**src/rtl/mem_game_pkg.sv**
```systemverilog
`default_nettype none
// ============================================================================
// Module   : mem_game_pkg
// Purpose  : Shared types and constants for the Memory Sequence Game
//            password path: the password-change FSM states, slot geometry
//            and the digit type.
// Ports    : none (package)
// Revision : 1.0 - initial release
// ============================================================================
package mem_game_pkg;

  localparam int PW_LEN      = 6;  // digits per player password
  localparam int SLOT_STRIDE = 8;  // address distance between player slots
  localparam int MAX_SLOT    = 5;  // highest legal slot index

  typedef logic [3:0] digit_t;

  typedef enum logic [2:0] {
    ST_IDLE    = 3'd0,
    ST_ENTER   = 3'd1,
    ST_CONFIRM = 3'd2,
    ST_WRITE   = 3'd3,
    ST_DONE    = 3'd4,
    ST_FAIL    = 3'd5
  } pw_state_t;

endpackage
`default_nettype wire

```
**src/rtl/pw_digit_buffer.sv**
```systemverilog
`default_nettype none
// ============================================================================
// Module   : pw_digit_buffer
// Purpose  : Small register file holding the password being entered, with a
//            wrapping index counter shared by load (ENTER) and compare
//            (CONFIRM) modes, plus an independent read port for WRITE.
// Ports    : clk, rst        - clock, synchronous active-high reset
//            clr             - return index to 0
//            load            - store digit at index, advance index
//            cmp             - advance index (compare result on eq)
//            digit           - incoming digit
//            rd_idx, rd_data - random read port
//            eq              - stored digit at index equals digit
//            last            - index points at the final entry
// Revision : 1.0 - initial release
// ============================================================================
module pw_digit_buffer
  import mem_game_pkg::*;
#(
  parameter int DEPTH = PW_LEN
) (
  input  logic       clk,
  input  logic       rst,
  input  logic       clr,
  input  logic       load,
  input  logic       cmp,
  input  logic [3:0] digit,
  input  logic [2:0] rd_idx,
  output logic       eq,
  output logic       last,
  output logic [3:0] rd_data
);

  localparam logic [2:0] LAST_IDX = 3'(DEPTH - 1);

  digit_t     r_buf [DEPTH];
  logic [2:0] r_idx;

  always_ff @(posedge clk) begin
    if (rst) begin
      r_idx <= 3'd0;
      for (int i = 0; i < DEPTH; i++) begin
        r_buf[i] <= '0;
      end
    end else begin
      if (clr) begin
        r_idx <= 3'd0;
      end else if (load || cmp) begin
        // Wrap after the last entry so the next phase starts at index 0.
        r_idx <= (r_idx == LAST_IDX) ? 3'd0 : r_idx + 3'd1;
      end
      if (load && !clr) begin
        r_buf[r_idx] <= digit;
      end
    end
  end

  assign eq      = (r_buf[r_idx] == digit);
  assign last    = (r_idx == LAST_IDX);
  assign rd_data = r_buf[rd_idx];

endmodule
`default_nettype wire

```
**src/rtl/password_writer.sv**
```systemverilog
`default_nettype none
// ============================================================================
// Module   : password_writer
// Purpose  : Password-change engine. A logged-in player enters a new password
//            twice; on a match the digits are written into the player's RAM
//            slot and the slot is marked valid.
// Ports    : clk, rst               - clock, synchronous active-high reset
//            LoggedIn, AddrBegin    - player session and slot base address
//            ChangeReq              - start pulse
//            PasswordEnter/Digit    - digit strobe and value
//            Addr, DataOut, wr      - RAM write port
//            Busy, Done, Fail       - status
//            UseRAM                 - RAM password valid for AddrBegin's slot
// Revision : 1.0 - initial release
// ============================================================================
module password_writer
  import mem_game_pkg::*;
#(
  parameter int PW_LEN      = mem_game_pkg::PW_LEN,
  parameter int SLOT_STRIDE = mem_game_pkg::SLOT_STRIDE,
  parameter int MAX_SLOT    = mem_game_pkg::MAX_SLOT
) (
  input  logic       clk,
  input  logic       rst,
  input  logic       LoggedIn,
  input  logic [5:0] AddrBegin,
  input  logic       ChangeReq,
  input  logic       PasswordEnter,
  input  logic [3:0] PasswordDigit,
  output logic [5:0] Addr,
  output logic [3:0] DataOut,
  output logic       wr,
  output logic       Busy,
  output logic       Done,
  output logic       Fail,
  output logic       UseRAM
);

  localparam int         SLOT_LSB     = $clog2(SLOT_STRIDE);
  localparam logic [2:0] LAST_IDX     = 3'(PW_LEN - 1);
  localparam logic [2:0] MAX_SLOT_IDX = 3'(MAX_SLOT);

  pw_state_t  r_state, w_next;
  logic [5:0] r_base;
  logic [2:0] r_slot;
  logic       r_mismatch, w_mismatch_n;
  logic [2:0] r_wcnt, w_wcnt_n;
  logic [7:0] r_valid;
  logic       w_set_valid;

  logic       w_buf_clr, w_buf_load, w_buf_cmp;
  logic       w_buf_eq, w_buf_last;
  logic [3:0] w_rd_data;
  logic [2:0] w_slot_in;
  logic       w_start;

  logic [5:0] r_addr;
  logic [3:0] r_data;
  logic       r_wr, r_busy, r_done, r_fail, r_use_ram;

  assign w_slot_in = AddrBegin[SLOT_LSB +: 3];
  assign w_start   = (r_state == ST_IDLE) && ChangeReq && LoggedIn;

  pw_digit_buffer #(.DEPTH(PW_LEN)) u_buf (
    .clk     (clk),
    .rst     (rst),
    .clr     (w_buf_clr),
    .load    (w_buf_load),
    .cmp     (w_buf_cmp),
    .digit   (PasswordDigit),
    .rd_idx  (w_wcnt_n),
    .eq      (w_buf_eq),
    .last    (w_buf_last),
    .rd_data (w_rd_data)
  );

  always_ff @(posedge clk) begin
    if (rst) r_state <= ST_IDLE;
    else     r_state <= w_next;
  end

  // Next state plus datapath controls. Outputs are registered from the next
  // state, so each output appears in the same cycle as the state it belongs to.
  always_comb begin
    w_next       = r_state;
    w_buf_clr    = 1'b0;
    w_buf_load   = 1'b0;
    w_buf_cmp    = 1'b0;
    w_mismatch_n = r_mismatch;
    w_wcnt_n     = r_wcnt;
    w_set_valid  = 1'b0;
    case (r_state)
      ST_IDLE: begin
        if (w_start) begin
          if (w_slot_in > MAX_SLOT_IDX) begin
            w_next = ST_FAIL;
          end else begin
            w_next    = ST_ENTER;
            w_buf_clr = 1'b1;
          end
        end
      end
      ST_ENTER: begin
        if (!LoggedIn) begin
          w_next = ST_FAIL;
        end else if (PasswordEnter) begin
          w_buf_load = 1'b1;
          if (w_buf_last) begin
            w_next       = ST_CONFIRM;
            w_mismatch_n = 1'b0;
          end
        end
      end
      ST_CONFIRM: begin
        if (!LoggedIn) begin
          w_next = ST_FAIL;
        end else if (PasswordEnter) begin
          w_buf_cmp = 1'b1;
          if (!w_buf_eq) w_mismatch_n = 1'b1;
          if (w_buf_last) begin
            if (r_mismatch || !w_buf_eq) begin
              w_next = ST_FAIL;
            end else begin
              w_next   = ST_WRITE;
              w_wcnt_n = 3'd0;
            end
          end
        end
      end
      ST_WRITE: begin
        // Valid is set on the last write so UseRAM follows one cycle after DONE.
        if (r_wcnt == LAST_IDX) begin
          w_next      = ST_DONE;
          w_set_valid = 1'b1;
        end else begin
          w_wcnt_n = r_wcnt + 3'd1;
        end
      end
      ST_DONE: w_next = ST_IDLE;
      ST_FAIL: w_next = ST_IDLE;
      default: w_next = ST_IDLE;
    endcase
  end

  always_ff @(posedge clk) begin
    if (rst) begin
      r_base     <= 6'd0;
      r_slot     <= 3'd0;
      r_mismatch <= 1'b0;
      r_wcnt     <= 3'd0;
      r_valid    <= 8'd0;
      r_addr     <= 6'd0;
      r_data     <= 4'd0;
      r_wr       <= 1'b0;
      r_busy     <= 1'b0;
      r_done     <= 1'b0;
      r_fail     <= 1'b0;
      r_use_ram  <= 1'b0;
    end else begin
      if (w_start) begin
        r_base <= AddrBegin;
        r_slot <= w_slot_in;
      end
      r_mismatch <= w_mismatch_n;
      r_wcnt     <= w_wcnt_n;
      if (w_set_valid) r_valid[r_slot] <= 1'b1;

      r_wr   <= (w_next == ST_WRITE);
      r_addr <= (w_next == ST_WRITE) ? r_base + {3'b000, w_wcnt_n} : 6'd0;
      r_data <= (w_next == ST_WRITE) ? w_rd_data : 4'd0;
      r_busy <= (w_next != ST_IDLE);
      r_done <= (w_next == ST_DONE);
      r_fail <= (w_next == ST_FAIL);
      r_use_ram <= (w_slot_in <= MAX_SLOT_IDX) && r_valid[w_slot_in];
    end
  end

  assign Addr    = r_addr;
  assign DataOut = r_data;
  assign wr      = r_wr;
  assign Busy    = r_busy;
  assign Done    = r_done;
  assign Fail    = r_fail;
  assign UseRAM  = r_use_ram;

endmodule
`default_nettype wire

```
**config.mk**
```make
export PLATFORM = sky130hd
export DESIGN_NAME = password_writer
export DESIGN_NICKNAME = d
export VERILOG_FILES = /design/src/rtl/mem_game_pkg.sv /design/src/rtl/pw_digit_buffer.sv /design/src/rtl/password_writer.sv
export SDC_FILE = /design/constraint.sdc
export NUM_CORES = 1
export LEC_CHECK = 0
export BUFFER_PORTS_ARGS = -buffer_cell sky130_fd_sc_hd__buf_2
export CORE_MARGIN = 8
export CORE_UTILIZATION = 57
export CTS_BUF_LIST = sky130_fd_sc_hd__clkbuf_16
export DETAILED_ROUTE_END_ITERATION = 16
export GPL_TIMING_DRIVEN = 0
export HOLD_SLACK_MARGIN = 0.06
export PLACE_DENSITY = 0.77
export SLEW_MARGIN = 10
export SYNTH_ARGS = -nofsm -noshare
export SYNTH_HDL_FRONTEND = slang
export SYNTH_HIERARCHICAL = 1
export SYNTH_SLANG_ARGS = --single-unit
export TNS_END_PERCENT = 50
```
**constraint.sdc**
```tcl
create_clock -name clk -period 3.9 [get_ports clk]
set_input_delay 0.195 -clock clk [delete_from_list [all_inputs] [get_ports clk]]
set_output_delay 0.195 -clock clk [all_outputs]
set_load 0.01 [all_outputs]
```
After elaboration in Yosys (flattened, before gate mapping)
Memory sizes are Yosys's and may differ from the RTL's. A register that Yosys moved wholly into a read port is not among the register bits.
Index checks and enable logic that the tools add are counted.
{"block": "totals", "elab_cells": 103, "output_inout_bits": 15, "n_memories": 1, "ramBits": 24, "reg_bits": 38}
{"name": "u_buf.r_buf", "words": 6, "word_bits": 4, "rd": 2, "rd_ports_with_merged_regs": 2, "write_ports": 6, "line_no": "pw_digit_buffer.sv:36", "rtl": "digit_t r_buf [DEPTH];"}
{"block": "op_classes", "order_cmp": 5, "n_reduce_logical": 16, "muxes": 48, "bitwise_logic": 2, "n_eq_ne": 15, "add_sub_neg": 3}
{"op": "3-bit two-way mux", "n": 19}
{"op": "1-bit two-way mux", "n": 23}
{"op": "3-bit == test, second input constant", "n": 4}
{"op": "3-bit case mux with 4 select lines", "n": 1}
{"op": "2-bit != test, second input constant", "n": 5}
{"op": "3-bit by 2-bit == test with 1-bit output, second input constant", "n": 3}
{"op": "3-bit by 4-bit less-than comparator with 1-bit output, second input constant", "n": 2}
{"op": "8-bit bitwise OR", "n": 1}
{"op": "7-bit AND reduction", "n": 1}
{"op": "3-bit by 1-bit adder with 3-bit output, second input constant", "n": 2}
{"op": "6-bit by 3-bit adder with 6-bit output", "n": 1}
{"op": "3-bit case mux with 2 select lines", "n": 1}
{"op": "1-bit logical AND", "n": 5}
{"op": "4-bit == test", "n": 1}
{"op": "4-bit two-way mux", "n": 1}
{"op": "2-bit OR reduction", "n": 2}
{"op": "4-bit OR reduction", "n": 1}
{"op": "1-bit binary-select mux with 3-bit select", "n": 1}
{"op": "1-bit demux with 3-bit select", "n": 1}
{"op": "3-bit by 1-bit == test with 1-bit output, second input constant", "n": 1}
{"op": "3-bit by 1-bit >= comparator with 1-bit output, second input constant", "n": 1}
{"op": "3-bit greater-than comparator, second input constant", "n": 1}
{"op": "3-bit less-or-equal comparator, second input constant", "n": 1}
{"op": "3-bit zero test", "n": 1}
{"op": "7 further kinds", "n": 9}

Longest topological paths before layout
Gate-level depths: netlist (run 1).
{"block": "logic_depth", "depth_word": 12, "ltp_mapped": 17, "depth_no_buf": 16}

Cells and area by module
The synthesis (run 1) kept the hierarchy.
{"mod": "pw_digit_buffer", "seq_area_each_um2": 1081.0, "instances": 1, "area_each_um2": 1943.1, "cells_each": 147}
{"mod": "password_writer", "seq_area_each_um2": 680.7, "instances": 1, "area_each_um2": 1572.8, "cells_each": 168}

Worst setup path before layout (run 1)
OpenSTA, ideal clock, no wires.
{"block": "synth_timing", "kind": "register to register", "from": "register (tool-made name)", "to": "register r_data[1] (netlist: DataOut[1]), read port of u_buf.r_buf", "t_arrival_ns": 3.048, "stages_incl_launch_ff": 14, "required_ns": 3.776, "setup_time_ns": 0.124, "path_slack_ns": 0.727, "period_less_slack_ns": 3.173, "cell_sequence": "dfxtp_1 buf_6 mux4_2 mux2i_1 xnor2_1 nor4_2 and4b_1 a21oi_1 o21ai_0 nand2_1 buf_2 mux4_2 mux2_2 nor3b_2"}
{"element": "end, declared", "line_no": "password_writer.sv:58", "rtl": "logic [3:0] r_data;"}

==> impl_metrics.tcl, run 1 <==
set metrics [dict create \
    row_count 28 \
    crit_type "register to register" \
    ir_worst_vdd_mv 0.379 \
    pwr_density_cell_mw_per_mm2 413 \
    worstReg2RegEnd "DataOut[2]$_SDFF_PP0_" \
    grt_pass1_wl_um 11900 \
    core_area_mm2 0.00596 \
    grt_use_met1 0.222 \
    cts.clk_slew.worst_paths_ns 0.06 \
    finClkSkew_ns 0.0108 \
    globalRouteMet3Util 0.0421 \
    clockBufferDepth 2 \
    ys_top_cells_by_area "edfxtp_1 (27%), dfxtp_1 (23%), mux4_2 (7.7%)" \
    tightestPinTransition_ns 0.669 \
    initial_core_util 0.590 \
    grt.met2_usage 0.269 \
    synth-edff-count 32 \
    placed_cell_area_mm2 0.00375 \
    yosysTopAreaCell "edfxtp_1" \
    antenna_found_initial 0 \
    grt_max_degree 13 \
    yosys.cell_count.top_type "nor2_1" \
    avgRoutedWirePerCell_um 17.5 \
    boundaryPins 30 \
    cts_hold_buf 0 \
    syn_nets 336 \
    routed_wl_um 7620 \
    timing.slew.headroom 0.550 \
    async_flop_share 0 \
    syn_avg_cell_area_um2 11.2 \
    power_leakage_nw 1.56 \
    final_cell_area_mm2 0.00405 \
    htreeDepth 3 \
    setup.worst_path.start_class "register" \
    worstPathRequired_ns 4.11 \
    area.growth.synth_to_final_pct 15.1 \
    timing.fmax_mhz 271 \
    clock_latency_ns 0.33 \
    overflow 0 \
    status "complete, no violations" \
    grt.busiest_layer "met2" \
    nFillCells 476 \
    first_iter_violations 148 \
    drc 0 \
    synth_cell_types 52 \
    reg2regPathDepth 14 \
    yosysSeqAreaShare 0.501 \
    cts_root_buf "clkbuf_16" \
    cts_tree "done" \
    vias 2546 \
    synthesis.area_mm2 0.00352 \
    ys_seq_elements 72 \
    cts_made_buffers 9 \
    grt_pass1_vias 2494 \
    clock_sinks 72 \
    globalplace.congestion 0.837 \
    antenna-diode-count 0 \
    port_buffers 28 \
    die_area_mm2 0.00894 \
    hold_path_class "primary input to register" \
    track_usage 0.175 \
    syn_inst 315 \
    die_h_um 94.5 \
    cp.arrival_ns 3.90 \
    viasPerCell 5.85 \
    ys_warn_count 6 \
    report.final.slew_viol_count 0 \
    min_from "AddrBegin[0]" \
    fin_crit_ns 3.69 \
    die_width_um 94.5 \
    fin_crit_sh 0.947 \
    dp_hpwl_um 5540 \
    worstPathMaxFanout 10 \
    ant_nets 0 \
    synth_common_cells "nor2_1 (41), dfxtp_1 (40), edfxtp_1 (32)" \
    finalHoldViolations 0 \
    cp-endpoint "DataOut[2]$_SDFF_PP0_" \
    synth-main-ff-cell "dfxtp_1" \
    setup_viol 0 \
    nNetsFinal 376 \
    setup_tns_ns 0 \
    maxCapViolCount 0 \
    regToRegSetupSlack_ns 0.21 \
    cp-end-kind "register" \
    drive_gt1_frac 0.228 \
    first_pass_iters 4 \
    yosys.area.top_type_share 0.273 \
]
==> state kept, by name, summed over array words and instances (netlist names), named ones only <==
| register | cells |
|---|---|
| r_wcnt | 3 |
| r_mismatch | 1 |
| Busy | 1 |
| Done | 1 |
| u_buf/r_idx | 3 |
| wr | 1 |
| DataOut | 4 |
| r_state | 3 |
| UseRAM | 1 |
| u_buf/r_buf | 32 |
| r_valid | 6 |
| Addr | 6 |
| r_base | 6 |
| Fail | 1 |
==> cell type report <==
type	instances	area [µm²]	share of cell area
Buffer	16	87.6	0.0216
Clock buffer	10	250	0.0618
Clock inverter	6	31.3	0.00773
Inverter	13	48.8	0.0121
Multi-Input combinational cell	214	1630	0.402
Sequential cell	72	1760	0.435
Tap cell	75	93.8	0.0232
Timing Repair Buffer	29	148	0.0365
==> cells by family (layout without fill, tap and decap cells) <==
| kind of cell | Yosys count | in the layout | synth area share |
|---|---|---|---|
| xor gates and xnor gates | 7 | 7 | 0.0174 |
| buffers and inverters | 29 | 74 | 0.0377 |
| muxes | 36 | 36 | 0.152 |
| adders and majority gates | 6 | 6 | 0.0235 |
| AOI/OAI and AO/OA | 33 | 33 | 0.0587 |
| DFF | 72 | 72 | 0.501 |
| and+or+nand+nor | 132 | 132 | 0.210 |
==> where the power goes <==
part	internal (mW)	switching [mW]	leakage (nW)
logic	0.0396	0.0544	0.775
clock network	0.463	0.305	0.149
registers	0.801	0.0107	0.631
==> layout by cell type, fill, tap and decap left out, drive strengths merged, types with 3 or more instances in the layout <==
cell type | Yosys | routed
a21oi | 16 | 16
and2 | 6 | 6
and3 | 5 | 5
buf | 7 | 35
clkbuf | 9 | 20
clkinv | 0 | 3
dfxtp | 40 | 40
edfxtp | 32 | 32
ha | 5 | 5
inv | 13 | 16
mux2 | 5 | 5
mux2i | 18 | 18
mux4 | 13 | 13
nand2 | 18 | 18
nand2b | 6 | 6
nand3 | 5 | 5
nand3b | 5 | 5
nand4 | 4 | 4
nor2 | 41 | 41
nor2b | 10 | 10
nor3 | 10 | 10
nor3b | 7 | 7
nor4 | 5 | 5
o21ai | 6 | 6
xnor2 | 5 | 5
==> how the worst min path moves through the flow <==
| stage | endpoint | slack (ns) | cells past startpoint |
|---|---|---|---|
| after floorplan | r_base[0]$_SDFFE_PP0P_ | 0.34 | 2 |
| after global placement | r_base[1]$_SDFFE_PP0P_ | 0.42 | 3 |
| after detailed placement | r_base[0]$_SDFFE_PP0P_ | 0.44 | 3 |
| after CTS | r_base[0]$_SDFFE_PP0P_ | 0.1 | 3 |
| after global routing | r_base[0]$_SDFFE_PP0P_ | 0.11 | 3 |
| final | r_base[0]$_SDFFE_PP0P_ | 0.1 | 3 |
==> per-layer routing <==
metal  share of wire  vias up
met5               0        -
met4           0.021        0
met3           0.071       17
met2            0.47       76
met1            0.44     1235
li1                -     1218
==> worst max-delay path: stages, from the launching register on <==
cell and delay [ns]:
dfxtp_1 0.39, buf_4 0.23, mux4_2 0.51, mux2i_1 0.21
xnor2_1 0.12, nor4_2 0.22, buf_4 0.16, and4b_1 0.26
a21oi_1 0.10, o21ai_1 0.15, nand2_1 0.10, clkbuf_4 0.23
mux4_2 0.44, mux2_2 0.30, nor3b_2 0.16
==> per-stage QoR <==
| stage | hold WS [ns] | power [mW] | utilization | setup WS, ns | instances |
|---|---|---|---|---|---|
| finish | 0.0976 | 1.67 | 0.680 | 0.208 | 435 |
| global placement | 0.423 | 0.915 | 0.630 | 0.129 | 418 |
| CTS | 0.0971 | 1.68 | 0.677 | 0.0365 | 434 |
| detailed placement | 0.441 | 0.918 | 0.630 | 0.0612 | 418 |
| global route | 0.109 | 1.72 | 0.680 | -0.00777 | 435 |
| floorplan | 0.339 | 0.886 | - | 0.727 | 315 |
==> timing repair <==
action | 4_1_cts | 5_1_grt
setup endpoints to repair | 0 | 6
buffers inserted | 0 | 1
gates resized for setup | 0 | 6
hold endpoints to repair | 0 | 0
Power figures use the tool's default switching activity.
==> run 2, diff against run 1 <==
ABC_AREA = 1   (was default)
PLACE_DENSITY = 0.76   (was 0.77)
==> impl_metrics.tcl, run 2 <==
set metrics [dict create \
    rsz0062_at_grt "no" \
    synth_compound_area_frac 0.118 \
    min_from "AddrBegin[2]" \
    syn_inst 477 \
    regToRegSetupSlack_ns 0.48 \
    first_pass_iters 4 \
    row_count 29 \
    initial_core_util 0.587 \
    die_width_um 96.6 \
    setup_tns_ns 0 \
    ys_warn_count 6 \
    cts_tree "done" \
    globalplace.congestion 0.883 \
    final_util 0.668 \
    cts_hold_buf 0 \
    fin_crit_ns 3.42 \
    routed_wl_um 8570 \
    synthesis.area_mm2 0.00370 \
    nNetsFinal 538 \
    mostFrequentLayoutCells "nand2_1 (96), inv_1 (78), nor2_1 (56)" \
    dp_hpwl_um 6430 \
    ir_worst_vdd_mv 0.286 \
    cts_setup_buffers 0 \
    cts_made_buffers 9 \
    ys_seq_elements 72 \
    largest_register_ffs 32 \
    worstPathCellList "buf_6 > inv_1 > nand2_1 > nand3_1 > nand3_1 > nand2_1 > nand2_1 > nand2_1 > nand2_1 > nor2_1 > nand2_1 > o21ai_2 > nand3_1 > nand2_1 > nand2_1 > ha_1 > inv_1 > fa_1 > o22ai_1 > or2_2 > a21oi_4" \
    htreeDepth 3 \
    finClkSkew_ns 0.00597 \
    area.growth.synth_to_final_pct 13.8 \
    grt_pass1_wl_um 14400 \
    hold_path_depth 3 \
    report.final.slew_viol_count 0 \
    status "complete, no violations" \
    final_common_cell "nand2_1" \
    synth_simple_gate_area_share 0.266 \
    synthMuxAreaShare 0 \
    worstPathRequired_ns 4.16 \
    syn_avg_cell_area_um2 7.77 \
    yosys.cell_count.top_type "nand2_1" \
    clock_latency_ns 0.33 \
    avgRoutedWirePerCell_um 14.3 \
    yosys.area.top_type_share 0.259 \
    viasPerCell 5.38 \
    fin_crit_sh 0.876 \
    synth_xor_area_frac 0.00709 \
    synth_top_family_by_area "simple AND/OR/NAND/NOR gates" \
    cp_common_cell "nand2_1" \
    maxCapViolCount 0 \
    post-place-ws_ns 0.531 \
    die_area_mm2 0.00934 \
    die_h_um 96.6 \
    crit_buf_inv 3 \
    min_to "r_base[2]$_SDFFE_PP0P_" \
    timing.fmax_mhz 293 \
    total_power_mw 1.67 \
    synth-main-ff-cell "dfxtp_1" \
    synth_cell_types 35 \
    async_flop_share 0 \
    cts_root_buf "clkbuf_16" \
    overflow 0 \
    hold_path_class "primary input to register" \
    first_iter_violations 167 \
    path_delay_family "simple AND/OR/NAND/NOR gates" \
    cts_resized 0 \
    track_usage 0.187 \
    synth-edff-count 32 \
    clock_sinks 72 \
    worstPathMaxFanout 9 \
    cp.arrival_ns 3.68 \
    drive_gt1_frac 0.172 \
    setup.worst_path.start_class "register" \
    slowest_stage "dfxtp_1" \
    reg2regPathDepth 21 \
    ant_nets 0 \
    antenna_found_initial 0 \
    setup_ws_ns 0.483 \
    synth_common_cells "nand2_1 (96), inv_1 (78), nor2_1 (56)" \
    yosysTopAreaCell "edfxtp_1" \
    core_area_mm2 0.00631 \
    port_buffers 29 \
    ys_top_cells_by_area "edfxtp_1 (26%), dfxtp_1 (22%), nand2_1 (9.7%)" \
    cp-end-kind "register" \
    power_leakage_nw 1.83 \
    grt_max_degree 14 \
    clockBufferDepth 2 \
    crit_type "register to register" \
    tightestPinTransition_ns 0.472 \
    timing.slew.headroom 0.683 \
    boundaryPins 30 \
    critPathMaxStageDelay_ns 0.32 \
    antenna-diode-count 0 \
    cts.clk_slew.worst_paths_ns 0.06 \
    syn_nets 498 \
    yosysSeqAreaShare 0.476 \
    vias 3223 \
    grt_pass1_vias 3281 \
    finalHoldViolations 0 \
    worstReg2RegEnd "Addr[4]$_SDFF_PP0_" \
    largest-register "u_buf/r_buf" \
    setup_viol 0 \
    drc 0 \
    pwr_density_cell_mw_per_mm2 396 \
    synthAdderAreaFrac 0.0223 \
]
## run 2: worst reg2reg max path: stages (launching register included)
cell	delay (ns)
dfxtp_1	0.32
buf_6	0.14
inv_1	0.20
nand2_1	0.09
nand3_1	0.08
nand3_1	0.10
nand2_1	0.08
nand2_1	0.05
nand2_1	0.09
nand2_1	0.06
nor2_1	0.15
nand2_1	0.15
o21ai_2	0.22
nand3_1	0.13
nand2_1	0.10
nand2_1	0.26
ha_1	0.32
inv_1	0.07
fa_1	0.22
o22ai_1	0.11
or2_2	0.31
a21oi_4	0.11
## run 2: worst max-delay path by stage
stage	cells past startpoint	to
global placement	21	Addr[4]$_SDFF_PP0_
floorplan	20	Addr[4]$_SDFF_PP0_
global route	21	Addr[4]$_SDFF_PP0_
CTS	21	Addr[4]$_SDFF_PP0_
detailed placement	21	Addr[4]$_SDFF_PP0_
finish	21	Addr[4]$_SDFF_PP0_
## run 2: final cells by class
type                    instances  area, µm²
fillers                       544       2100
flip-flops and latches         72       1760
multi-input cells             308       1530
inverters                      86        323
clock buffers                   9        225
repair buffers                 29        145
well taps                      77       96.3
plain buffers                  11       90.1
clock inverters                 7       45.0
## run 2: logic make-up (layout without fill, tap and decap cells)
| family | Yosys count | count (layout) |
|---|---|---|
| and+or+nand+nor | 220 | 220 |
| buffers and inverters | 97 | 142 |
| AOI/OAI and AO/OA | 79 | 79 |
| DFF | 72 | 72 |
| adders and majority gates | 6 | 6 |
| xor gates and xnor gates | 3 | 3 |
## run 2: report_power, final
| part | switching (mW) | internal (mW) | leakage, nW | total, mW |
|---|---|---|---|---|
| registers | 0.0120 | 0.805 | 0.634 | 0.816 |
| logic | 0.0731 | 0.0370 | 1.05 | 0.110 |
| clock network | 0.313 | 0.430 | 0.140 | 0.743 |
| total | 0.398 | 1.27 | 1.83 | 1.67 |
## run 2: per-layer routing
layer,wire (µm),GRT usage,up-vias,part of all wire
met3,559,0.0469,16,0.065
met2,4410,0.342,104,0.51
met1,3410,0.192,1494,0.40
li1,-,-,1609,-
met4,185,0.0911,0,0.022
met5,0,0,-,0
## run 2: stage by stage
stage	instances	hold slack, ns	instance area [µm²]
after global routing	599	0.112	4220
after CTS	599	0.0814	4220
after global placement	583	0.423	3950
after detailed placement	583	0.426	3950
after floorplan	477	0.264	3700
final	599	0.0924	4220
